### src/rtl/ff_bank.sv
// Bank of CH single-bit channels with per-channel next-state modes, a selectable
// reduction z and a saturating z-cycle counter. Define FF_BANK_ZREG_EN to register z.
module ff_bank #(
    parameter int CH    = 3,
    parameter int CNT_W = 8,
    parameter int SEL_W = (CH > 1) ? $clog2(CH) : 1
) (
    input  logic             clk,
    input  logic             rst,
    input  logic [CH-1:0]    x,
    input  logic             en,
    input  logic             clr,
    input  logic             cfg_we,
    input  logic             cfg_red,
    input  logic [SEL_W-1:0] cfg_ch,
    input  logic [1:0]       cfg_val,
    output logic [CH-1:0]    q,
    output logic             z,
    output logic [CNT_W-1:0] zcnt
);

    typedef enum logic [1:0] {
        M_TOGGLE  = 2'b00,
        M_CAPTURE = 2'b01,
        M_SETINV  = 2'b10,
        M_D       = 2'b11
    } mode_e;

    typedef enum logic [1:0] {
        R_NOR = 2'b00,
        R_OR  = 2'b01,
        R_AND = 2'b10,
        R_XOR = 2'b11
    } red_e;

    logic [CH-1:0]      q_q, q_d;
    logic [CH-1:0][1:0] mode_q, mode_d;
    logic [1:0]         red_q, red_d;
    logic [CNT_W-1:0]   zcnt_q, zcnt_d;
    logic               r;

    always_comb begin
        case (red_q)
            R_NOR:   r = ~|q_q;
            R_OR:    r = |q_q;
            R_AND:   r = &q_q;
            default: r = ^q_q;
        endcase
    end

    always_comb begin
        q_d    = q_q;
        mode_d = mode_q;
        red_d  = red_q;
        zcnt_d = zcnt_q;

        // Channel update always uses the mode latched before this edge.
        if (clr) begin
            q_d = '0;
        end else if (en) begin
            for (int i = 0; i < CH; i++) begin
                case (mode_q[i])
                    M_TOGGLE:  q_d[i] = x[i] ^ q_q[i];
                    M_CAPTURE: q_d[i] = x[i] & ~q_q[i];
                    M_SETINV:  q_d[i] = x[i] | ~q_q[i];
                    default:   q_d[i] = x[i];
                endcase
            end
        end

        if (cfg_we) begin
            if (cfg_red)
                red_d = cfg_val;
            else if (int'(cfg_ch) < CH)
                mode_d[cfg_ch] = cfg_val;
        end

        if (clr)
            zcnt_d = '0;
        else if (r && (zcnt_q != {CNT_W{1'b1}}))
            zcnt_d = zcnt_q + 1'b1;
    end

    always_ff @(posedge clk or negedge rst) begin
        if (!rst) begin
            q_q    <= '0;
            red_q  <= R_NOR;
            zcnt_q <= '0;
            for (int i = 0; i < CH; i++)
                mode_q[i] <= 2'(i % 3);
        end else begin
            q_q    <= q_d;
            mode_q <= mode_d;
            red_q  <= red_d;
            zcnt_q <= zcnt_d;
        end
    end

`ifdef FF_BANK_ZREG_EN
    logic z_q, z_d;

    always_comb z_d = r;

    always_ff @(posedge clk or negedge rst) begin
        if (!rst)
            z_q <= 1'b1;
        else
            z_q <= z_d;
    end

    assign z = z_q;
`else
    assign z = r;
`endif

    assign q    = q_q;
    assign zcnt = zcnt_q;

endmodule

### config.mk
export PLATFORM = sky130hd
export DESIGN_NAME = ff_bank
export DESIGN_NICKNAME = d
export VERILOG_FILES = /design/src/rtl/ff_bank.sv
export SDC_FILE = /design/constraint.sdc
export NUM_CORES = 1
export LEC_CHECK = 0
export BUFFER_PORTS_ARGS = -buffer_cell sky130_fd_sc_hd__buf_2
export CAP_MARGIN = 20
export CORE_MARGIN = 3
export CORE_UTILIZATION = 40
export DETAILED_ROUTE_END_ITERATION = 10
export MAX_ROUTING_LAYER = met4
export PLACE_DENSITY_LB_ADDON = 0.15
export SETUP_SLACK_MARGIN = 0.15
export SLEW_MARGIN = 25
export SYNTH_ARGS = -nofsm -noshare
export SYNTH_HDL_FRONTEND = slang
export SYNTH_SLANG_ARGS = --single-unit
### constraint.sdc
create_clock -name clk -period 2.1 [get_ports clk]
set_input_delay 0.105 -clock clk [delete_from_list [all_inputs] [get_ports clk]]
set_output_delay 0.105 -clock clk [all_outputs]
set_load 0.02 [all_outputs]
==> flow_summary_export.csv, run 1 <==
group,metric,value,unit
outcome,outcome,"completed",
floorplan,initial_core_util,44.1,%
place,place_congestion,0.762,
clock_network,root_buffer,"clkbuf_4",
power,comb_power_share,31.2,%
floorplan,die_w,59.4,um
yosys,yosysWarnings,0,
setup_path,worstSetupEndpointType,"output pin",
yosys,ys_types,30,
yosys,synth.net_count,127,
power,p_sw_share,30.9,%
route,viasPerCell,5.26,
timing,tns,0,ps
layout,areaGrowthSynthToFinish,23.3,%
timing,period_needed,1880,ps
timing,tightest_slew,432,ps
timing,setup_violations,0,
route,via_count,884,
layout,seq_area,479,um^2
clock_network,cts_tree,"done",
power,cellLeakagePower,0.681,nW
yosys,synthMuxAreaShare,16.4,%
global_route,grt_max_degree,20,
layout,antenna_cells,0,
route,firstDrtPassIters,2,
global_route,grtUsageTotal,15.7,%
yosys,synth_ff_type,"dfrtp_1",
yosys,synth_fa_ha_area_share,9.86,%
setup_path,worstPathRequired,2000,ps
power,power_per_cell_area,668,nW/um^2
power,ir_worst_vdd,0.389,mV
yosys,synth-seq-cells,19,
place,io_buffers,24,
power,seq_power_share,49.2,%
timing,holdWs,70.6,ps
global_route,antenna_found_initial,0,
layout,multi_input_area,654,um^2
yosys,synth_top_area_share,37.2,%
floorplan,dieArea,3530,um^2
route,dr.first_iter.drc_count,18,
layout,drive_gt1_share,41.3,%
yosys,avgSynthCellArea,10.9,um^2
floorplan,pin_count,25,
job,maxCapViolCount,0,
power,power,0.941,mW
global_route,grt_pass1_vias,904,
timing,hold_viol,0,
clock_network,htree_levels,1,
timing,max_freq,0.533,GHz
setup_path,ff2ff_setup_slack,240,ps
clock_network,clock-sinks,19,
setup_path,cp-start-kind,"register",
yosys,async_flop_share,100,%
yosys,yosys-top-cells-count,"17 x dfrtp_1, 10 x inv_1, 10 x nor2_1, 9 x ha_1, 8 x mux2_2",
global_route,grt_pass1_wl,4020,um
yosys,synth_compound_area_share,9.97,%
route,routedWlPerCell,13.4,um
layout,fin_util,54.4,%
floorplan,num_rows,18,
power,clkPwrFrac,19.6,%
timing,slew_headroom,71.1,%
timing,fin_crit_sh,89.4,%
yosys,yosysMostFrequentCell,"dfrtp_1",
yosys,synth_top_family_by_area,"multiplexers",
route,antenna_left,0,
yosys,synthSimpleGateAreaFrac,16.0,%
yosys,post-synth-top-area-cell,"dfrtp_1",
layout,fillers,226,
global_route,grt-ovfl-total,0,
yosys,netlist_instances,105,
layout,nets,161,
floorplan,fp.dieH,59.4,um
clock_network,cts_buffers,3,
clock_network,clock_latency,290,ps
route,remaining_drc_errors,0,
place,hpwl,1740,um
power,p_int,0.650,mW
power,p_sw,0.291,mW
yosys,synth_xor_area_share,2.30,%
yosys,synth_seq_area_share,41.8,%
yosys,synth_area_leaders,"dfrtp_1 37%, ha_1 9.9%, mux2_2 7.9%",
setup_path,critical_path_class,"register to output pin",
clock_network,clkTransAtPathRegs,100,ps
timing,clock_skew,0.734,ps
hold_path,hold_path_class,"input port to register",
route,routed_wl,2260,um
yosys,synth-edff-count,0,
timing,rsz0062_at_grt,"yes",
setup_path,arrival,1770,ps
timing,slew_viol_final,0,
yosys,syn-cell-area,1140,um^2
setup_path,crit_fanout,5,
clock_network,cts_buffer_depth,2,
floorplan,core,2590,um^2
-- metal layers --
layer | track usage, % | part of all wire, % | wire length (um) | vias up
met3 | 3.27 | 3.9 | 88 | 4
met5 | - | 0 | 0 | -
met2 | 27.3 | 54 | 1220 | 18
met4 | 5.83 | 1.7 | 38 | 0
met1 | 17.4 | 40 | 910 | 422
li1 | - | - | - | 440
-- state kept, by name, indices dropped and copies added (netlist names) --
register and flops:
q 3, zcnt 8, red_q 2, mode_q 6
-- placed cells by master, fill, tap and decap left out, drive strengths merged --
| cell | instances |
|---|---|
| and3 | 2 |
| ha | 9 |
| o2111ai | 2 |
| o211ai | 1 |
| nand2 | 5 |
| dlygate4sd3 | 1 |
| mux4 | 3 |
| nor2 | 10 |
| buf | 29 |
| a21oi | 3 |
| nand4b | 1 |
| nand3 | 4 |
| mux2i | 3 |
| or3 | 2 |
| nor3 | 1 |
| mux2 | 8 |
| o21ai | 5 |
| and2 | 3 |
| nor3b | 2 |
| dfrtp | 17 |
| inv | 10 |
| nand2b | 2 |
| or3b | 2 |
| a211oi | 3 |
| dfstp | 2 |
| xor2 | 3 |
| clkbuf | 4 |
| a31oi | 1 |
-- timing repair --
action | CTS | global route
hold endpoints to repair | 17 | 0
pin swaps | 1 | 5
hold buffers | 1 | 0
setup buffers | 3 | 2
resized for setup | 1 | 9
setup endpoints to repair | 3 | 5
-- cell families (layout without fill, tap and decap cells) --
| family | after synthesis | after routing |
|---|---|---|
| XOR/XNOR | 3 | 3 |
| multiplexers | 14 | 14 |
| AO/OA/AOI/OAI | 15 | 15 |
| buffers and inverters | 11 | 44 |
| flip-flops | 19 | 19 |
| AND/OR/NAND/NOR | 34 | 34 |
| adder cells (fa/ha/maj) | 9 | 9 |
-- per-stage QoR --
step	std cells	setup WS [ps]	cell area (um^2)
final	168	222	1410
after global routing	168	118	1410
after CTS	166	174	1370
after detailed placement	158	145	1300
after global placement	158	216	1300
after floorplan	105	171	1140
-- layout make-up --
cell class	instances	area share [%]
Inverter	10	2.66
Clock buffer	4	1.87
Tap cell	30	2.66
Timing Repair Buffer	30	12.3
Multi-Input combinational cell	75	46.4
Sequential cell	19	34.0
-- final timing paths --
check                           from        end  cells after the start
max                             q[1]          z                      7
min                               en       q[2]                      2
max reg2reg                     q[1]    zcnt[4]                      7
min reg2reg                mode_q[4]  mode_q[4]                      1
max in group asynchronous        rst  mode_q[2]                      2
min in group asynchronous        rst    zcnt[4]                      2
-- worst max-delay path, stage by stage (launching register included) --
cell and delay [ps]:
dfrtp_1 410, inv_2 90, ha_4 130, or3b_4 380
a21oi_4 220, nor2_2 70, inv_1 70, buf_6 110
-- power groups by stage --
stage	clock network, mW	registers, mW	logic (mW)
floorplan	0	0.486	0.161
global placement	0	0.473	0.242
detailed placement	0	0.475	0.250
CTS	0.195	0.464	0.272
global route	0.210	0.473	0.327
finish	0.184	0.463	0.293
Note: power is estimated with default switching activity, not from simulation.
==> run 2, diff against run 1 <==
--- a/config.mk
+++ b/config.mk
@@ -5,10 +5,10 @@
 export SDC_FILE = /design/constraint.sdc
 export NUM_CORES = 1
 export LEC_CHECK = 0
-export BUFFER_PORTS_ARGS = -buffer_cell sky130_fd_sc_hd__buf_2
+export BUFFER_PORTS_ARGS = -buffer_cell sky130_fd_sc_hd__buf_4
 export CAP_MARGIN = 20
 export CORE_MARGIN = 3
-export CORE_UTILIZATION = 40
+export CORE_UTILIZATION = 53
 export DETAILED_ROUTE_END_ITERATION = 10
 export MAX_ROUTING_LAYER = met4
 export PLACE_DENSITY_LB_ADDON = 0.15
==> run 2 against run 1 <==
Compared with the run above:
- hold slack worse by 43 ps
- non-clock buffer count is 2 lower
- highest routed layer unchanged
- largest cell class unchanged
- maximum frequency is 1.2% higher
- via count is 0.45% lower
- clock power hardly changed
- critical path depth stayed put
- clock-buffer cell count stayed put
- register-to-register slack hardly changed
- final cell count is 3.0% lower
- clock skew is 5.6 ps higher
==> flow_summary_export.csv, run 2 (same netlist as run 1, synthesis figures left out) <==
group,metric,value,unit
outcome,outcome,"completed",
power,ir_worst_vdd,0.408,mV
clock_network,cts_buffer_depth,2,
global_route,grt_pass1_vias,855,
timing,tightest_slew,383,ps
timing,fin_crit_sh,88.4,%
global_route,grt_max_degree,20,
place,dp.cells,155,
setup_path,arrival,2080,ps
layout,fin_util,71.3,%
clock_network,root_buffer,"clkbuf_4",
timing,period_needed,1860,ps
route,dr.first_iter.drc_count,17,
setup_path,worstPathRequired,2330,ps
place,hpwl,1630,um
floorplan,core,2000,um^2
global_route,grt-ovfl-total,0,
layout,stdcell_count,163,
layout,final_common_cell,"buf_4",
setup_path,crit_fanout,3,
place,place_congestion,0.824,
timing,max_freq,0.539,GHz
timing,slew_headroom,74.2,%
setup_path,worstSetupEndpointType,"register",
global_route,grtUsageTotal,18.2,%
layout,nets,159,
timing,rsz0062_at_grt,"yes",
power,power,0.939,mW
route,viasPerCell,5.40,
floorplan,fp.dieH,52.4,um
route,routed_wl,2150,um
timing,slew_viol_final,0,
global_route,antenna_found_initial,0,
layout,multi_input_area,637,um^2
layout,antenna_cells,0,
timing,setup_violations,0,
floorplan,die_w,52.4,um
route,antenna_left,0,
timing,clock_skew,6.37,ps
setup_path,critical_path_class,"register to register",
job,maxCapViolCount,0,
setup_path,crit_chain,"inv_1, ha_1, or3b_4, a21oi_4, o21ai_2, or3_1, a21oi_1",
route,firstDrtPassIters,4,
clock_network,clkTransAtPathRegs,110,ps
clock_network,htree_levels,1,
floorplan,pin_count,25,
layout,seq_area,479,um^2
hold_path,hold_path_class,"input port to register",
clock_network,clock_latency,290,ps
setup_path,cp_slowest_cell,"dfrtp_2",
setup_path,cp-start-kind,"register",
floorplan,initial_core_util,57.1,%
place,io_buffers,24,
setup_path,cpPeakStageDelay,410,ps
timing,tns,0,ps
clock_network,clock-sinks,19,
global_route,grt_pass1_wl,3630,um
route,routedWlPerCell,13.2,um
layout,drive_gt1_share,37.5,%
layout,layout_common_cells,"27 x buf_4, 16 x dfrtp_1, 10 x inv_1",
power,cellLeakagePower,0.682,nW
layout,areaGrowthSynthToFinish,24.9,%
route,via_count,880,
floorplan,dieArea,2750,um^2
layout,largest_reg_flops,8,
timing,hold_viol,0,
power,power_per_cell_area,658,nW/um^2
layout,fillers,143,
clock_network,cts_buffers,3,
route,remaining_drc_errors,0,
clock_network,cts_tree,"done",
floorplan,num_rows,16,
-- run 2: cell count changes in the layout (fill, tap and decap cells not counted), moves of 2 or more --
cell,change
buf_2,-23
a21oi_1,+2
inv_1,+2
a21oi_2,-2
buf_4,+22
inv_2,-2
-- run 2: path summary, 6_finish.rpt --
path / start / endpoint / slack, ps / depth (start not counted)
min reg2reg: mode_q[4] / mode_q[4] / 530 / 1
min in group asynchronous: rst / zcnt[5] / 200 / 2
min: en / q[1] / 30 / 2
max reg2reg: q[0] / zcnt[5] / 240 / 7
max in group asynchronous: rst / mode_q[5] / 1630 / 2
max: q[0] / zcnt[5] / 240 / 7
-- run 2: timing repair --
action	in CTS	in global routing
pin swaps	1	1
setup endpoints to repair	3	2
gates resized for setup	1	2
endpoints found under the hold margin	19	0
hold buffers	1	0
setup buffers	3	0
-- run 2: worst max-delay path: cells and delay by family, from the launching register on --
kind            cells  cell delay (ps)
simple gates        2              740
flops               1              410
buf+inv             1               80
fa+ha+maj           1              160
compound gates      3              400
-- run 2: per-layer routing --
metal	vias up	track usage (%)	share of wire (%)
li1	436	-	-
met1	413	20.3	43
met2	27	31.6	50
met3	4	3.70	5.3
met4	0	7.66	1.3
met5	-	-	0
-- run 2: through the flow --
stage / setup slack [ps] / area (um^2) / hold slack, ps
global route: 141 / 1430 / 33.7
floorplan: 171 / 1140 / -191
CTS: 218 / 1420 / 18.9
detailed placement: 173 / 1350 / -8.03
global placement: 217 / 1350 / -10.1
finish: 244 / 1430 / 27.5
-- run 2: report_power, final --
group,internal (mW),total (mW),switching (mW)
Combinational,0.159,0.293,0.134
Sequential,0.420,0.465,0.0456
Clock,0.0739,0.181,0.107
-- run 2: cell type report --
cell class / count / share of cell area (%)
Tap cell: 27 / 2.37
Sequential cell: 19 / 33.6
Clock buffer: 4 / 1.84
Inverter: 10 / 2.63
Multi-Input combinational cell: 75 / 44.6
Timing Repair Buffer: 28 / 14.9
==> run 3, diff against run 2 <==
--- a/config.mk
+++ b/config.mk
@@ -5,6 +5,7 @@
 export SDC_FILE = /design/constraint.sdc
 export NUM_CORES = 1
 export LEC_CHECK = 0
+export ABC_AREA = 1
 export BUFFER_PORTS_ARGS = -buffer_cell sky130_fd_sc_hd__buf_4
 export CAP_MARGIN = 20
 export CORE_MARGIN = 3
==> run 3 against run 2 <==
Compared with the run above:
- non-clock buffer count is 1 higher
- total power grew 4.4%
- final cell count rose by 29%
- clock skew is 2.7 ps lower
- design area is 4.1% higher
- critical endpoint is now z
- register-to-register slack improved by 130 ps
- first-iteration DRC count increased by 110%
==> flow_summary_export.csv, run 3 <==
group,metric,value,unit
yosys,yosysWarnings,0,
floorplan,initial_core_util,58.4,%
clock_network,htree_levels,1,
yosys,synth-edff-count,0,
layout,final_common_cell,"nand2_1",
clock_network,cts_tree,"done",
yosys,synth_ff_type,"dfrtp_1",
layout,seq_area,478,um^2
power,ir_worst_vdd,0.490,mV
hold_path,hold_path_class,"input port to register",
route,routed_wl,2740,um
layout,antenna_cells,0,
floorplan,fp.dieH,53.7,um
setup_path,cp_slowest_cell,"dfrtp_1",
yosys,yosysMostFrequentCell,"nand2_1",
place,place_congestion,0.889,
clock_network,root_buffer,"clkbuf_4",
global_route,grt_pass1_vias,1029,
global_route,grt_max_degree,20,
yosys,synth_area_leaders,"dfrtp_1 35%, nand2_1 11%, ha_1 9.3%",
outcome,outcome,"completed",
route,antenna_left,0,
yosys,synth-seq-cells,19,
setup_path,cp-start-kind,"register",
route,routedWlPerCell,13.0,um
yosys,async_flop_share,100,%
route,remaining_drc_errors,0,
clock_network,clkTransAtPathRegs,110,ps
timing,fin_crit_sh,89.0,%
setup_path,critical_path_class,"register to output pin",
place,io_buffers,24,
power,cellLeakagePower,0.808,nW
setup_path,r2r_cells,8,
setup_path,worstSetupEndpointType,"output pin",
timing,slew_viol_final,0,
timing,tns,0,ps
route,viasPerCell,5.40,
route,via_count,1140,
floorplan,num_rows,16,
setup_path,arrival,1760,ps
clock_network,clock_latency,300,ps
layout,final_area,1490,um^2
job,maxCapViolCount,0,
layout,nets,207,
route,dr.first_iter.drc_count,36,
global_route,grt-ovfl-total,0,
layout,areaGrowthSynthToFinish,23.3,%
layout,multi_input_area,639,um^2
yosys,synth_seq_area_share,39.7,%
yosys,post-synth-top-area-cell,"dfrtp_1",
clock_network,cts_buffer_depth,2,
timing,period_needed,1870,ps
yosys,synth_top_area_share,35.3,%
clock_network,cts_buffers,3,
timing,max_freq,0.535,GHz
power,power_per_cell_area,660,nW/um^2
timing,holdWs,101,ps
setup_path,crit_fanout,7,
layout,layout_common_cells,"36 x nand2_1, 27 x buf_4, 19 x inv_1",
setup_path,crit_chain,"inv_1, ha_1, or2_0, nand3_1, nand3_4, buf_6",
yosys,ys_types,25,
setup_path,cpPeakStageDelay,420,ps
place,placed_cell_area,1410,um^2
route,firstDrtPassIters,4,
yosys,syn-cell-area,1200,um^2
yosys,avgSynthCellArea,7.93,um^2
setup_path,worstPathRequired,2000,ps
floorplan,core,2060,um^2
layout,largest_reg_flops,8,
timing,setup_violations,0,
timing,slew_headroom,71.2,%
floorplan,dieArea,2880,um^2
timing,rsz0062_at_grt,"no",
yosys,yosys-top-cells-count,"36 x nand2_1, 20 x inv_1, 17 x dfrtp_1, 16 x nand3_1, 14 x o21ai_0",
global_route,grtUsageTotal,22.1,%
yosys,netlist_instances,152,
global_route,antenna_found_initial,0,
yosys,synth.net_count,174,
hold_path,hold_depth,3,
place,hpwl,2110,um
clock_network,clock-sinks,19,
layout,drive_gt1_share,23.4,%
timing,tightest_slew,429,ps
global_route,grt_pass1_wl,4490,um
timing,clock_skew,3.69,ps
floorplan,die_w,53.7,um
timing,hold_viol,0,
layout,fillers,169,
floorplan,pin_count,25,
[run 3: cells by family (layout without fill, tap and decap cells)]
group                    after synthesis  count (layout)  share of synthesized area [%]
XOR/XNOR                               2               2                           1.45
AND/OR/NAND/NOR                       77              77                           32.1
buffers and inverters                 23              55                           7.27
flip-flops                            19              19                           39.7
AO/OA/AOI/OAI                         22              22                           10.2
adder cells (fa/ha/maj)                9               9                           9.35
[run 3: what timing repair did]
action / CTS / global route
setup buffers: 0 / 4
hold endpoints to repair: 19 / 0
endpoints found under the setup margin: 0 / 1
hold buffers: 1 / 0
resized for setup: 0 / 2
[run 3: metrics by stage]
step	instances	power (mW)	setup slack, ps	utilization [%]
after global routing	211	1.04	143	72.0
after CTS	207	0.946	190	70.4
final	211	0.981	231	72.0
after global placement	202	0.735	536	68.6
after floorplan	152	0.641	410	-
after detailed placement	202	0.761	459	68.6
[run 3: power by group]
part           switching [mW]  internal (mW)
Sequential             0.0591          0.415
Combinational           0.178          0.141
Clock                   0.117         0.0710
Total                   0.354          0.627
[run 3: worst paths after layout]
| path | start | end | slack [ps] |
|---|---|---|---|
| setup / recovery | q[1] | z | 230 |
| hold / removal | cfg_val[0] | mode_q[2] | 100 |
| setup reg to reg | q[1] | zcnt[0] | 370 |
| hold reg to reg | mode_q[5] | mode_q[5] | 520 |
| max in group asynchronous | rst | mode_q[2] | 1630 |
| min in group asynchronous | rst | q[2] | 200 |
[run 3: final cells by class]
| class | count | share of cell area, % |
|---|---|---|
| clock buffers | 3 | 1.52 |
| inverters | 22 | 5.56 |
| flip-flops and latches | 19 | 32.2 |
| clock inverters | 1 | 0.337 |
| repair buffers | 29 | 15.1 |
| well taps | 27 | 2.27 |
| multi-input cells | 110 | 43.0 |
[run 3: worst max-delay path, delay by kind of cell (launching register included)]
kind / cells / cell delay, ps
fa+ha+maj: 1 / 280
buf+inv: 2 / 260
flops: 1 / 420
simple gates: 3 / 500
[run 3: layer usage]
layer / share of wire, % / track usage [%] / wire length [um] / up-vias
met3: 5.8 / 3.32 / 159 / 2
met4: 0.44 / 5.11 / 12 / 0
met5: 0 / - / 0 / -
met1: 47 / 29.8 / 1290 / 524
li1: - / - / - / 577
met2: 47 / 35.1 / 1280 / 37
